$ cat config.mk
export PLATFORM = sky130hd
export DESIGN_NAME = seq_multdiv
export DESIGN_NICKNAME = d
export VERILOG_FILES = /design/src/rtl/multdiv_pkg.sv /design/src/rtl/step_counter.sv /design/src/rtl/seq_multdiv.sv
export SDC_FILE = /design/constraint.sdc
export NUM_CORES = 1
export LEC_CHECK = 0
export CORE_AREA = 2 2 111 113
export DETAILED_ROUTE_END_ITERATION = 16
export DIE_AREA = 0 0 113 115
export PLACE_DENSITY_LB_ADDON = 0.1
export REMOVE_ABC_BUFFERS = 1
export SYNTH_ARGS = -nofsm -noshare
export SYNTH_HDL_FRONTEND = slang
export SYNTH_SLANG_ARGS = --single-unit
$ cat constraint.sdc
create_clock -name clk -period 2.6 [get_ports clk]
set_clock_uncertainty 0.15 [all_clocks]
set_input_delay 0.52 -clock clk [delete_from_list [all_inputs] [get_ports clk]]
set_output_delay 0.52 -clock clk [all_outputs]
set_load 0.02 [all_outputs]
$ cat src/rtl/multdiv_pkg.sv
// rtl/multdiv_pkg.sv - shared state encoding, op codes and counter sizing for seq_multdiv
package multdiv_pkg;

  typedef enum logic [1:0] {
    IDLE = 2'd0,
    RUN  = 2'd1,
    DONE = 2'd2
  } state_t;

  localparam logic OP_MUL = 1'b0;
  localparam logic OP_DIV = 1'b1;

  // Step-count width; one bit minimum so the smallest legal WIDTH still has a counter
  function automatic int cnt_width(input int width);
    return (width < 2) ? 1 : $clog2(width);
  endfunction

endpackage

$ cat src/rtl/step_counter.sv
// rtl/step_counter.sv - modulo step counter sequencing the iteration steps
module step_counter #(
  parameter int MOD = 8,
  parameter int CW  = 3
) (
  input  logic          clk,
  input  logic          reset,
  input  logic          clear,
  input  logic          enable,
  output logic [CW-1:0] count,
  output logic          last
);

  localparam logic [CW-1:0] MAX = CW'(MOD - 1);

  assign last = (count == MAX);

  // Count enabled steps, wrapping at MOD-1; clear wins over enable
  always_ff @(posedge clk or posedge reset) begin
    if (reset) begin
      count <= '0;
    end else if (clear) begin
      count <= '0;
    end else if (enable) begin
      count <= last ? '0 : count + CW'(1);
    end
  end

endmodule

$ cat src/rtl/seq_multdiv.sv
// rtl/seq_multdiv.sv - iterative unsigned shift-add multiply / restoring divide
module seq_multdiv
  import multdiv_pkg::*;
#(
  parameter int WIDTH = 8
) (
  input  logic             clk,
  input  logic             reset,
  input  logic             start,
  input  logic             op,
  input  logic [WIDTH-1:0] a,
  input  logic [WIDTH-1:0] b,
  output logic             busy,
  output logic             done,
  output logic             div_zero,
  output logic [WIDTH-1:0] result_hi,
  output logic [WIDTH-1:0] result_lo
);

  localparam int CW = cnt_width(WIDTH);
  localparam int PW = 2 * WIDTH + 1;

  state_t state, state_nx;

  logic             op_q;
  logic [WIDTH-1:0] a_q;
  logic [WIDTH-1:0] b_q;

  // Shared working register: multiply uses all of it as P; divide keeps
  // R in [2W:W] and Q in [W-1:0] so both step kinds shift the same way.
  logic [PW-1:0]    work;
  logic [PW-1:0]    work_step;

  logic             accept;
  logic             dzero;
  logic             run;
  logic             last;
  logic [CW-1:0]    count;

  logic [WIDTH:0]   hi_sum;
  logic [WIDTH:0]   rs;
  logic [WIDTH+1:0] t;

  assign run = (state == RUN);

  step_counter #(
    .MOD (WIDTH),
    .CW  (CW)
  ) u_step_counter (
    .clk    (clk),
    .reset  (reset),
    .clear  (accept),
    .enable (run),
    .count  (count),
    .last   (last)
  );

  // State register
  always_ff @(posedge clk or posedge reset) begin
    if (reset) begin
      state <= IDLE;
    end else begin
      state <= state_nx;
    end
  end

  // Next state; a divide by zero skips RUN and finishes in one cycle
  always_comb begin
    state_nx = state;
    accept   = 1'b0;
    dzero    = 1'b0;
    case (state)
      IDLE: begin
        if (start) begin
          accept = 1'b1;
          if (op == OP_DIV && b == '0) begin
            dzero    = 1'b1;
            state_nx = DONE;
          end else begin
            state_nx = RUN;
          end
        end
      end
      RUN:     if (last) state_nx = DONE;
      DONE:    state_nx = IDLE;
      default: state_nx = IDLE;
    endcase
  end

  // One iteration of whichever datapath the latched op selects
  always_comb begin
    hi_sum    = work[PW-1:WIDTH] + {1'b0, (work[0] ? a_q : {WIDTH{1'b0}})};
    rs        = {work[2*WIDTH-1:WIDTH], work[WIDTH-1]};
    t         = {1'b0, rs} - {2'b00, b_q};
    work_step = work;
    if (op_q == OP_MUL) begin
      work_step = {1'b0, hi_sum, work[WIDTH-1:1]};
    end else if (t[WIDTH+1]) begin
      work_step = {rs, work[WIDTH-2:0], 1'b0};
    end else begin
      work_step = {t[WIDTH:0], work[WIDTH-2:0], 1'b1};
    end
  end

  // Operand latch, iteration and registered outputs; results only move on entry to DONE
  always_ff @(posedge clk or posedge reset) begin
    if (reset) begin
      op_q      <= 1'b0;
      a_q       <= '0;
      b_q       <= '0;
      work      <= '0;
      busy      <= 1'b0;
      done      <= 1'b0;
      div_zero  <= 1'b0;
      result_hi <= '0;
      result_lo <= '0;
    end else begin
      busy <= (state_nx != IDLE);
      done <= (state_nx == DONE);
      if (accept) begin
        op_q     <= op;
        a_q      <= a;
        b_q      <= b;
        work     <= {{(WIDTH+1){1'b0}}, (op == OP_MUL) ? b : a};
        div_zero <= dzero;
        if (dzero) begin
          result_hi <= a;
          result_lo <= '1;
        end
      end else if (run) begin
        work <= work_step;
        if (last) begin
          result_hi <= work_step[2*WIDTH-1:WIDTH];
          result_lo <= work_step[WIDTH-1:0];
        end
      end
    end
  end

endmodule

==> run summary <==
Static timing analysis puts the maximum clock frequency at 397 MHz. The final-layout setup total negative slack is 0 ns, and the buffering stage count on the worst path with inverters included is 2. The critical path capture point type is a register. The floorplan step defined a core boundary enclosing 11800 um2. The run gives 7840 um as the HPWL after detailed placement.

The initial antenna violation count is 0, and the share of the core filled with cells in the final layout is 40.2%. The share of layout cells above drive strength 1 came out at 21.5%. The cell with the largest stage delay on the worst path is sky130_fd_sc_hd__or4_1. Pin placement for this block handled 39 I/O pins. The tools report the number of routed nets with antenna violations as 0.

Clock tree synthesis found a total of 58 sinks. The tools report the pre-CTS worst setup slack as -0.255 ns. The number of stages on the worst setup path works out to 9.

The worst pin sits at a relative slew slack of 55.9%. The logs give 17000 um for the global-route wire length before repair and 53 for the count of different cell masters after synthesis. Measured along the x axis, the die boundary spans 113 um. The predominant post-synthesis flop cell was sky130_fd_sc_hd__dfrtp_1.

Entering global routing, the biggest net connects 59 pins. The cell sitting at the root of the clock tree is a sky130_fd_sc_hd__clkbuf_16. Combinational logic is responsible for 61.7% of the overall power. In the finished design, the share of the clock period the worst path needs comes to 96.9%.

The clock insertion delay at the later pin of the skew report is 0.32 ns. The most numerous cell type found on the critical path is sky130_fd_sc_hd__nand2_2. The number of buffers created by CTS came out at 9. The post-CTS clock slew at the launch and capture registers of the worst setup and hold paths is 0.05 ns. After detailed routing, the number of vias per cell comes to 5.00. Setup violations remaining at the end of the flow were counted as 0.

The critical path goes through clkdlybuf4s50_1, or4_1, nor4_4, nand2_2, nand2_2, buf_12, nand2_1, o21ai_0, a21oi_1. In this run the critical register-to-register path is captured at result_hi[1]. The sequential cell area fraction in the yosys report is 41.7%, and the number of placement rows is 40.

On the worst path, the slowest cell contributes a delay of 0.65 ns. The clock network accounts for 16.2% of the total power. The share of total power dissipated in sequential elements is 22.1%. Buffers placed on the I/O ports in this run total 38. The design internal power is 4.29 mW, and the per-instance average area after synthesis is 9.12 um2. 0 antenna diodes ended up in the layout. The worst-case IR drop observed on VDD is 484 uV. Count of vias placed by the detailed router: 3013. In the post-route analysis, the smallest setup slack over all paths is 0.0802 ns. The logs give 0 for the DRC violation count after routing and 382 for the gate count after technology mapping.

The fraction of registers with async set or reset after synthesis came out at 100%. Along the worst hold path, the cell count comes to 2. Yosys printed 0 warnings.

Critical path startpoint: b[5]. Of all cell types, the one taking the most synthesized area is sky130_fd_sc_hd__dfrtp_1. The logs give 10500 um for the post-detailed-routing wire length and 2.12 nW for the static power due to leakage.

Source of the worst hold timing path: a_q[4]. The logs give 4 for the number of detailed-routing iterations run before antenna repair and 0.799 for the final RePlAce weighted congestion. The number of hold buffers added after CTS was 0. The multi-input gate area in the final layout came out at 2040 um2.

The tool flagged a number of max-cap violations equal to 0. TritonCTS built the clock tree. The initial utilization of the core area, before any placement, comes to 29.5%.

Counting along the longest clock path gives a buffer depth of 2. The tools report the final number of hold-violating endpoints as 0. Data on the critical path is required at its endpoint by 2.64 ns. The worst register-to-register path has a depth of 8.

Of the post-synthesis cell area, the dominant cell type holds 41.7%. Summed over all nets, the switching power comes to 3.14 mW. Overall routing resource usage: 17.1%. Yosys instantiated no cell more often than sky130_fd_sc_hd__nand2_1. The run finished with clean final reports. Setup repair after global routing could not meet its margin everywhere.

The number of DRC markers in iteration 0 was 77; the area growth from synthesis to layout was 36.3%. After global routing the overflow that remains totals 0. The tools report the final number of max-transition violations as 0.

The startpoint identified for the worst register-to-register timing path is work[8]. Endpoint with the worst hold slack: a_q[4]. Net switching is 42.2% of the power. The number of levels the H-tree was split into came out at 3.

The critical setup path kind was in -> reg. The final layout contains 491 nets. The area of the mapped netlist is 3480 um2, and the area of the die is 13000 um2. After filler insertion, the fill cell instance count of the layout stands at 1175.

Routed wire length per instance: 17.4 um. Registers take 1450 um2. Data on the critical path arrives at its endpoint at 2.56 ns. STA classifies the critical path startpoint as a primary input.

Sorting the synthesized cells by how often they occur yields 60 x sky130_fd_sc_hd__nand2_1, 58 x sky130_fd_sc_hd__dfrtp_1, 38 x sky130_fd_sc_hd__nor2_1, 30 x sky130_fd_sc_hd__o21ai_0. In this run the worst path has a maximum fanout of 13. Power spread over the standard cell area amounts to 1570 nW/um2. The classification of the worst-slack hold path was reg -> reg. The cell family contributing the most delay on the critical path is simple AND/OR/NAND/NOR gates.

The number of synthesized flops with an enable pin came out at 0. The overall die height works out to 115 um. Ranked by total cell area, the synthesized netlist is headed by sky130_fd_sc_hd__dfrtp_1 42%, sky130_fd_sc_hd__ha_1 6.5%, sky130_fd_sc_hd__nand2_1 6.5%. Subtracting the final worst setup slack from the clock period gives 2.52 ns.

Worst reg-to-reg setup slack: 0.10 ns. Synthesis inferred 58 register bits. The via count of the first global-routing pass is 3105. The transition at the pin with the smallest max-transition slack came out at 0.661 ns.
metal layers:
layer	wire length [um]	track usage, %	vias to the layer above
li1	-	-	1471
met4	319	7.89	0
met5	0	0	-
met2	4730	25.6	59
met3	446	4.22	24
met1	5010	23.4	1459
timing repair:
action | 4_1_cts | 5_1_grt
setup endpoints to repair | 9 | 15
buffers inserted | 0 | 2
cloned | 0 | 0
pin swaps | 2 | 14
resized for setup | 6 | 24
area by class of cell:
cell class / count / area share (%)
Multi-Input combinational cell: 288 / 42.9
Sequential cell: 58 / 30.6
Timing Repair Buffer: 79 / 15.0
Clock buffer: 11 / 5.32
Tap cell: 147 / 3.87
Inverter: 15 / 1.19
Clock inverter: 5 / 1.11
worst max-delay path by stage:
stage	end	slack [ns]
floorplan	result_hi[7]	0.03
global placement	result_hi[4]	-0.26
detailed placement	result_hi[4]	-0.25
CTS	result_hi[1]	0.01
global route	result_hi[7]	-0.03
finish	result_hi[4]	0.08
registers in the layout (all words and copies together), names as in the netlist:
name                  count
a_q                       8
busy                      1
u_step_counter.count      3
div_zero                  1
b_q                       8
op_q                      1
result_lo                 8
done                      1
work                     17
result_hi                 8
state                     2
worst register-to-register path: stages (launching register included):
cell	delay [ns]
sky130_fd_sc_hd__dfrtp_1	0.46
sky130_fd_sc_hd__ha_4	0.31
sky130_fd_sc_hd__nand2b_4	0.06
sky130_fd_sc_hd__a211oi_4	0.28
sky130_fd_sc_hd__o2111ai_2	0.21
sky130_fd_sc_hd__nand2_4	0.18
sky130_fd_sc_hd__mux2_4	0.33
sky130_fd_sc_hd__a211o_1	0.30
sky130_fd_sc_hd__a31oi_1	0.15
power by group through the flow:
stage	Sequential (mW)	Combinational (mW)	Clock, mW
2_1_floorplan	1.76	2.45	0
3_3_place_gp	1.65	4.15	0
3_5_place_dp	1.64	4.17	0
4_1_cts	1.63	4.25	1.23
5_1_grt	1.69	5.11	1.28
6_report	1.64	4.59	1.20
cell families (layout without fill, tap and decap cells):
| logic type | Yosys count | in the layout | synth area share [%] |
|---|---|---|---|
| AOI/OAI and AO/OA | 102 | 102 | 19.4 |
| xor gates and xnor gates | 9 | 9 | 2.26 |
| adders and majority gates | 20 | 20 | 7.61 |
| buffers and inverters | 36 | 110 | 4.52 |
| DFF | 58 | 58 | 41.7 |
| muxes | 23 | 23 | 6.86 |
| and+or+nand+nor | 134 | 134 | 17.7 |
cells in the final DEF (no fill, tap or decap), types with 12 or more instances in the layout:
cell type and instances:
sky130_fd_sc_hd__mux2i_1 19, sky130_fd_sc_hd__clkdlybuf4s50_1 38, sky130_fd_sc_hd__a21oi_1 15, sky130_fd_sc_hd__ha_1 12, sky130_fd_sc_hd__nand2_1 60, sky130_fd_sc_hd__nor2_1 37
sky130_fd_sc_hd__o21ai_0 28, sky130_fd_sc_hd__dfrtp_1 57, sky130_fd_sc_hd__buf_4 39, sky130_fd_sc_hd__inv_1 14
metrics by stage:
| stage | total power [mW] | hold WS (ns) | cell area (um2) | instances |
|---|---|---|---|---|
| final | 7.43 | 0.315 | 4750 | 603 |
| after global placement | 5.80 | 0.302 | 4270 | 585 |
| after detailed placement | 5.81 | 0.304 | 4270 | 585 |
| after CTS | 7.11 | 0.317 | 4590 | 601 |
| after global routing | 8.07 | 0.345 | 4750 | 603 |
| after floorplan | 4.21 | 0.287 | 3380 | 361 |
Power figures use the tool's default switching activity.
